## config.mk

```make
export PLATFORM = sky130hd
export DESIGN_NAME = slavefifo2b_mode_arbiter
export DESIGN_NICKNAME = d
export VERILOG_FILES = /design/src/rtl/slavefifo2b_mode_arbiter.sv
export SDC_FILE = /design/constraint.sdc
export NUM_CORES = 1
export LEC_CHECK = 0
export BUFFER_PORTS_ARGS = -buffer_cell sky130_fd_sc_hd__buf_2
export CAP_MARGIN = 20
export CORE_ASPECT_RATIO = 0.8
export CORE_MARGIN = 5
export CORE_UTILIZATION = 40
export CTS_BUF_LIST = sky130_fd_sc_hd__clkbuf_16
export DETAILED_ROUTE_END_ITERATION = 12
export PLACE_DENSITY = 0.84
export REMOVE_ABC_BUFFERS = 1
export SETUP_SLACK_MARGIN = 0.02
export SLEW_MARGIN = 20
export SYNTH_ARGS = -nofsm -noshare
export SYNTH_HDL_FRONTEND = slang
export SYNTH_SLANG_ARGS = --single-unit
```

## constraint.sdc

```tcl
create_clock -name clk_100 -period 3.1 [get_ports clk_100]
set_clock_uncertainty 0.05 [all_clocks]
set_input_delay 0.775 -clock clk_100 [delete_from_list [all_inputs] [get_ports clk_100]]
set_output_delay 0.775 -clock clk_100 [all_outputs]
set_load 0.02 [all_outputs]
```

## src/rtl/slavefifo2b_mode_arbiter.sv

```systemverilog
// Grants the shared FX3 Slave FIFO 2-bit bus to one of four sub-blocks.
// Debounces the mode request and switches owner only after the current one drains.
module slavefifo2b_mode_arbiter #(
   parameter int unsigned STABLE_CYCLES = 16,
   parameter int unsigned QUIET_CYCLES  = 4,
   parameter int unsigned DRAIN_TIMEOUT = 1024,
   parameter logic [1:0]  FADDR_WR      = 2'b00,
   parameter logic [1:0]  FADDR_RD      = 2'b11
) (
   input  logic         clk_100,
   input  logic         reset_,
   input  logic [2:0]   mode_req,
   input  logic [3:0]   slwr_in_,
   input  logic [3:0]   slrd_in_,
   input  logic [3:0]   sloe_in_,
   input  logic [3:0]   pktend_in_,
   input  logic [127:0] data_in,
   input  logic [1:0]   faddr_lb,
   output logic [3:0]   mode_selected,
   output logic         slwr_,
   output logic         slrd_,
   output logic         sloe_,
   output logic         pktend_,
   output logic [1:0]   faddr,
   output logic [31:0]  data_out,
   output logic         busy,
   output logic         drain_timeout
);

   localparam int unsigned SW = $clog2(STABLE_CYCLES + 1);
   localparam int unsigned QW = $clog2(QUIET_CYCLES + 1);
   localparam int unsigned DW = $clog2(DRAIN_TIMEOUT);

   typedef enum logic [1:0] {
      IDLE   = 2'd0,
      ACTIVE = 2'd1,
      DRAIN  = 2'd2
   } state_t;

   state_t        state, state_nxt;
   logic [1:0]    cur, cur_nxt;
   logic [QW-1:0] quiet_cnt, quiet_nxt;
   logic [DW-1:0] drain_cnt, drain_nxt;
   logic          timeout_nxt;

   logic [2:0]    req_q;
   logic [SW-1:0] stable_cnt;
   logic          req_valid;
   logic          target_vld;
   logic [1:0]    target;

   logic          quiet_now;
   logic          quiet_done;
   logic          timed_out;

   // Request filter: a code must be held unchanged for STABLE_CYCLES samples.
   always_ff @(posedge clk_100 or negedge reset_) begin
      if (!reset_) begin
         req_q      <= '0;
         stable_cnt <= '0;
      end else begin
         req_q <= mode_req;
         if (mode_req != req_q)
            stable_cnt <= '0;
         else if (stable_cnt != SW'(STABLE_CYCLES))
            stable_cnt <= stable_cnt + 1'b1;
      end
   end

   assign req_valid = (stable_cnt == SW'(STABLE_CYCLES));

   always_comb begin
      target_vld = 1'b0;
      target     = '0;
      case (req_q)
         3'd1: begin target_vld = 1'b1; target = 2'd0; end
         3'd2: begin target_vld = 1'b1; target = 2'd1; end
         3'd3: begin target_vld = 1'b1; target = 2'd2; end
         3'd4: begin target_vld = 1'b1; target = 2'd3; end
         default: begin target_vld = 1'b0; target = '0; end
      endcase
   end

   always_ff @(posedge clk_100 or negedge reset_) begin
      if (!reset_) begin
         state         <= IDLE;
         cur           <= '0;
         quiet_cnt     <= '0;
         drain_cnt     <= '0;
         drain_timeout <= 1'b0;
      end else begin
         state         <= state_nxt;
         cur           <= cur_nxt;
         quiet_cnt     <= quiet_nxt;
         drain_cnt     <= drain_nxt;
         drain_timeout <= timeout_nxt;
      end
   end

   assign quiet_now  = slwr_in_[cur] & slrd_in_[cur] & pktend_in_[cur];
   assign quiet_done = (quiet_cnt == QW'(QUIET_CYCLES));
   assign timed_out  = (drain_cnt == DW'(DRAIN_TIMEOUT - 1));

   always_comb begin
      state_nxt   = state;
      cur_nxt     = cur;
      quiet_nxt   = quiet_cnt;
      drain_nxt   = drain_cnt;
      timeout_nxt = drain_timeout;
      case (state)
         IDLE: begin
            if (req_valid && target_vld) begin
               state_nxt = ACTIVE;
               cur_nxt   = target;
            end
         end
         ACTIVE: begin
            if (req_valid && (!target_vld || (target != cur))) begin
               state_nxt = DRAIN;
               quiet_nxt = '0;
               drain_nxt = '0;
            end
         end
         DRAIN: begin
            // Target is sampled at exit, so a request that settled back on cur re-grants it.
            if (quiet_done || timed_out) begin
               if (timed_out)
                  timeout_nxt = 1'b1;
               if (target_vld) begin
                  state_nxt = ACTIVE;
                  cur_nxt   = target;
               end else begin
                  state_nxt = IDLE;
               end
            end else begin
               quiet_nxt = quiet_now ? quiet_cnt + 1'b1 : '0;
               drain_nxt = drain_cnt + 1'b1;
            end
         end
         default: state_nxt = IDLE;
      endcase
   end

   // Pad mux keeps routing cur through DRAIN so an in-flight write or pktend completes.
   always_comb begin
      mode_selected = '0;
      busy          = (state == DRAIN);
      slwr_         = 1'b1;
      slrd_         = 1'b1;
      sloe_         = 1'b1;
      pktend_       = 1'b1;
      faddr         = FADDR_WR;
      data_out      = '0;
      if (state == ACTIVE)
         mode_selected[cur] = 1'b1;
      if (state != IDLE) begin
         slwr_   = slwr_in_[cur];
         slrd_   = slrd_in_[cur];
         sloe_   = sloe_in_[cur];
         pktend_ = pktend_in_[cur];
         case (cur)
            2'd0: begin data_out = data_in[31:0];   faddr = FADDR_WR; end
            2'd1: begin data_out = data_in[63:32];  faddr = FADDR_RD; end
            2'd2: begin data_out = data_in[95:64];  faddr = faddr_lb; end
            default: begin data_out = data_in[127:96]; faddr = FADDR_WR; end
         endcase
      end
   end

endmodule

```

==> metrics.md <==
| Metric | Value |
|---|---|
| Status | `finished clean` |
| Peak supply drop | `around 370 uV` |
| Number of global-route vias before repair | `3089` |
| Layout cells sized above 1 | `0.4664` |
| # IOs | `195` |
| Routing usage on met2 | `0.4063` |
| Netlist cell types | `just under 50` |
| Final setup fails | `0` |
| Worst-Skew Late Latency | `260 ps` |
| Gpl congestion | `0.9757` |
| Post-synth top area cell | `dfrtp_1` |
| Final min period | `a little under 3000 ps` |
| Hold Path Class | `flop to flop` |
| Flop-to-flop setup slack | `930 ps` |
| Port buffer count | `194` |
| Share of the synthesized area in the top cell type | `0.2640` |
| Final Worst Setup Slack | `~140 ps` |
| Wire per inst | `~17 um` |
| CTS tree | `done` |
| Die Ht | `80.21 um` |
| Setup TNS | `0 ps` |
| Met3 Usage GRT | `0.05556` |
| Most frequent cells in the layout | `buf_2, nor2_1, a21oi_1` |
| Initial DRC count | `333` |
| Rows | `25` |
| Layout Utilization | `0.6061` |
| Die area | `0.007842 mm^2` |
| HP Start | `drain_timeout$_DFFE_PN0P_` |
| Post-CTS setup buffers | `0` |
| Fin. max-slew vios | `0` |
| PwrDens | `approximately 510 mW/mm^2` |
| Clock root cell | `clkbuf_16` |
| Total power | `1.837 mW` |
| CP Launch Type | `flop` |
| Clock tree buffer depth | `2` |
| First-pass GRT wire length | `between 15 and 20 mm` |
| Clock-pin slew on the worst setup and hold paths | `70 ps` |
| Cell chain of the critical path | `inv_1 > ha_1 > buf_4 > a222oi_1 > nor2_1 > a21oi_1 > nor2_1 > buf_2` |
| Syn Inst Count | `312` |
| DP Worst Slack | `346.8 ps` |
| Clk sink count | `26` |
| EDFF count, synth | `0` |
| Avg Inst Size Synth | `7.900 um^2` |
| Worst path max stage delay | `460 ps` |
| Netlist Area Pre-Place | `0.002465 mm^2` |
| Final-stage net count | `~650` |
| Critical Path Fanout Max | `35` |
| Area contributors post-synth | `dfrtp_1, a222oi_1, nor2_1` |
| Max-slew headroom | `0.6147` |
| Initial antenna violation count | `0` |
| # Max-Cap Violations | `0` |
| GRT Util Overall | `0.2394` |
| Synth Flop Type | `dfrtp_1` |
| Worst EP required | `roughly 2300 ps` |
| Final period utilization | `0.9535` |
| Crit. End Element | `output port` |
| Leading cell type in the layout, fill and taps excluded | `buf_2` |
| H-tree depth | `1` |
| Seq/Total Area, Yosys | `0.2640` |
| Met1 Usage GRT | `0.2954` |
| Area growth syn-to-layout | `46.14%` |
| Final hold viol count | `0` |
| RSZ-0062 raised after global routing | `false` |
| Number of synthesis warnings | `0` |
| Fmax | `338.3 MHz` |
| Vias per inst | `5.629` |
| Initial Util | `0.4147` |
| Critical Path AT | `2130 ps` |
| Busiest grt layer | `met2` |
| CTS buffer count | `3` |
| Drt total wl | `9.926 mm` |
| DR vias | `3220` |
| Cts hold-fix bufs | `0` |
| Core area | `roughly 0.006 mm^2` |
| Critical Path Start | `cur[0]$_DFFE_PN0P_` |
| Largest net degree at the start of global routing | `36` |
| Yosys reg bits | `26` |
| CP Class | `flop to output port` |
| Die Width | `97.77 um` |
| Fill count | `554` |
| Worst path most repeated cell | `nor2_1` |
| Worst path slowest cell | `a222oi_1` |
| Congestion Overflow GR | `0` |
| Hpwl dp | `8.020 mm` |
| FF-to-FF Start | `state[1]$_DFFE_PN0P_` |
| Leak | `about 1.9 nW` |
| Post-synth ARST share | `1.000` |
| DRT antenna net count | `0` |
| Antenna diode count | `0` |
| Drt pass-1 iters | `6` |
| Post-route DRC | `0` |
| Measured slew at the worst slew-check pin | `577.9 ps` |
state kept, by name, indices dropped and copies added, names as in the netlist:
name / count
stable_cnt: 5
drain_cnt: 10
quiet_cnt: 3
req_q: 3
state: 2
drain_timeout: 1
cur: 2
cells in the mapped netlist, types with 2 or more instances:
cell type / count
nor4bb_1: 2
mux2_2: 3
buf_4: 4
mux4_2: 4
nand2_1: 6
a21oi_1: 36
ha_1: 10
mux2i_1: 2
buf_2: 3
buf_6: 2
nor3_1: 2
nor4b_1: 2
nor2_1: 84
nand3_1: 7
nor4_1: 4
inv_1: 8
or2_2: 4
a222oi_1: 32
xnor2_1: 13
clkbuf_1: 20
and2_1: 4
o21ai_0: 2
nor2b_1: 4
xor2_1: 2
dfrtp_1: 26
a22o_1: 2
buf_1: 2
final cells by class:
cell class	instances	area [um^2]	area share
tap	81	101.3	0.02813
clock inverter	1	30.03	0.008336
clock buffer	3	75.07	0.02084
sequential	26	653.1	0.1813
inverter	8	30.03	0.008336
timing repair buffer	206	1074	0.2980
multi-input combinational	247	1639	0.4550
worst paths after layout:
kind                       cells after the start                        end
min in group asynchronous                      1   drain_cnt[8]$_DFFE_PN0P_
hold reg to reg                                1  drain_timeout$_DFFE_PN0P_
max in group asynchronous                      1         cur[1]$_DFFE_PN0P_
hold / removal                                 1  drain_timeout$_DFFE_PN0P_
setup / recovery                               8               data_out[19]
setup reg to reg                               5         cur[0]$_DFFE_PN0P_
power by group:
group          internal (mW)  switching (mW)  total (mW)  leakage [nW]
logic                  0.468           0.605        1.07          1.53
clock network          0.257           0.121       0.378        0.0511
registers              0.356          0.0304       0.387         0.351
total                   1.08           0.756        1.84          1.93
critical path, delay by kind of cell, from the launching register on:
kind	cells	cell delay, ps
fa+ha+maj	1	200
flops	1	450
simple gates	2	130
compound gates	2	590
buf+inv	3	510
per-layer routing:
metal	routed length, um	up-vias	share of wire
met5	0	-	0
li1	-	1516	-
met2	4711	193	0.47
met3	979	35	0.099
met1	3888	1476	0.39
met4	346	0	0.035
per-stage QoR:
step	cells	hold slack [ps]	area, um^2
after CTS	572	412.1	3600
final	572	416.3	3602
after global routing	572	428.1	3602
after detailed placement	568	397.3	3495
after global placement	568	387.3	3495
after floorplan	281	429.4	2315
timing repair:
action                                 in CTS  in global routing
endpoints found under the hold margin       0                  0
setup endpoints to repair                   0                 29
resized for setup                           0                  2
cell families (layout without fill, tap and decap cells):
group | after synthesis | after routing | synth area share
compound gates | 83 | 83 | 0.2508
xor+xnor | 15 | 15 | 0.05330
mux | 9 | 9 | 0.05838
flops | 26 | 26 | 0.2640
buf+inv | 39 | 218 | 0.07310
simple gates | 130 | 130 | 0.2497
fa+ha+maj | 10 | 10 | 0.05076
No activity file was read; power rests on OpenSTA's default activity.
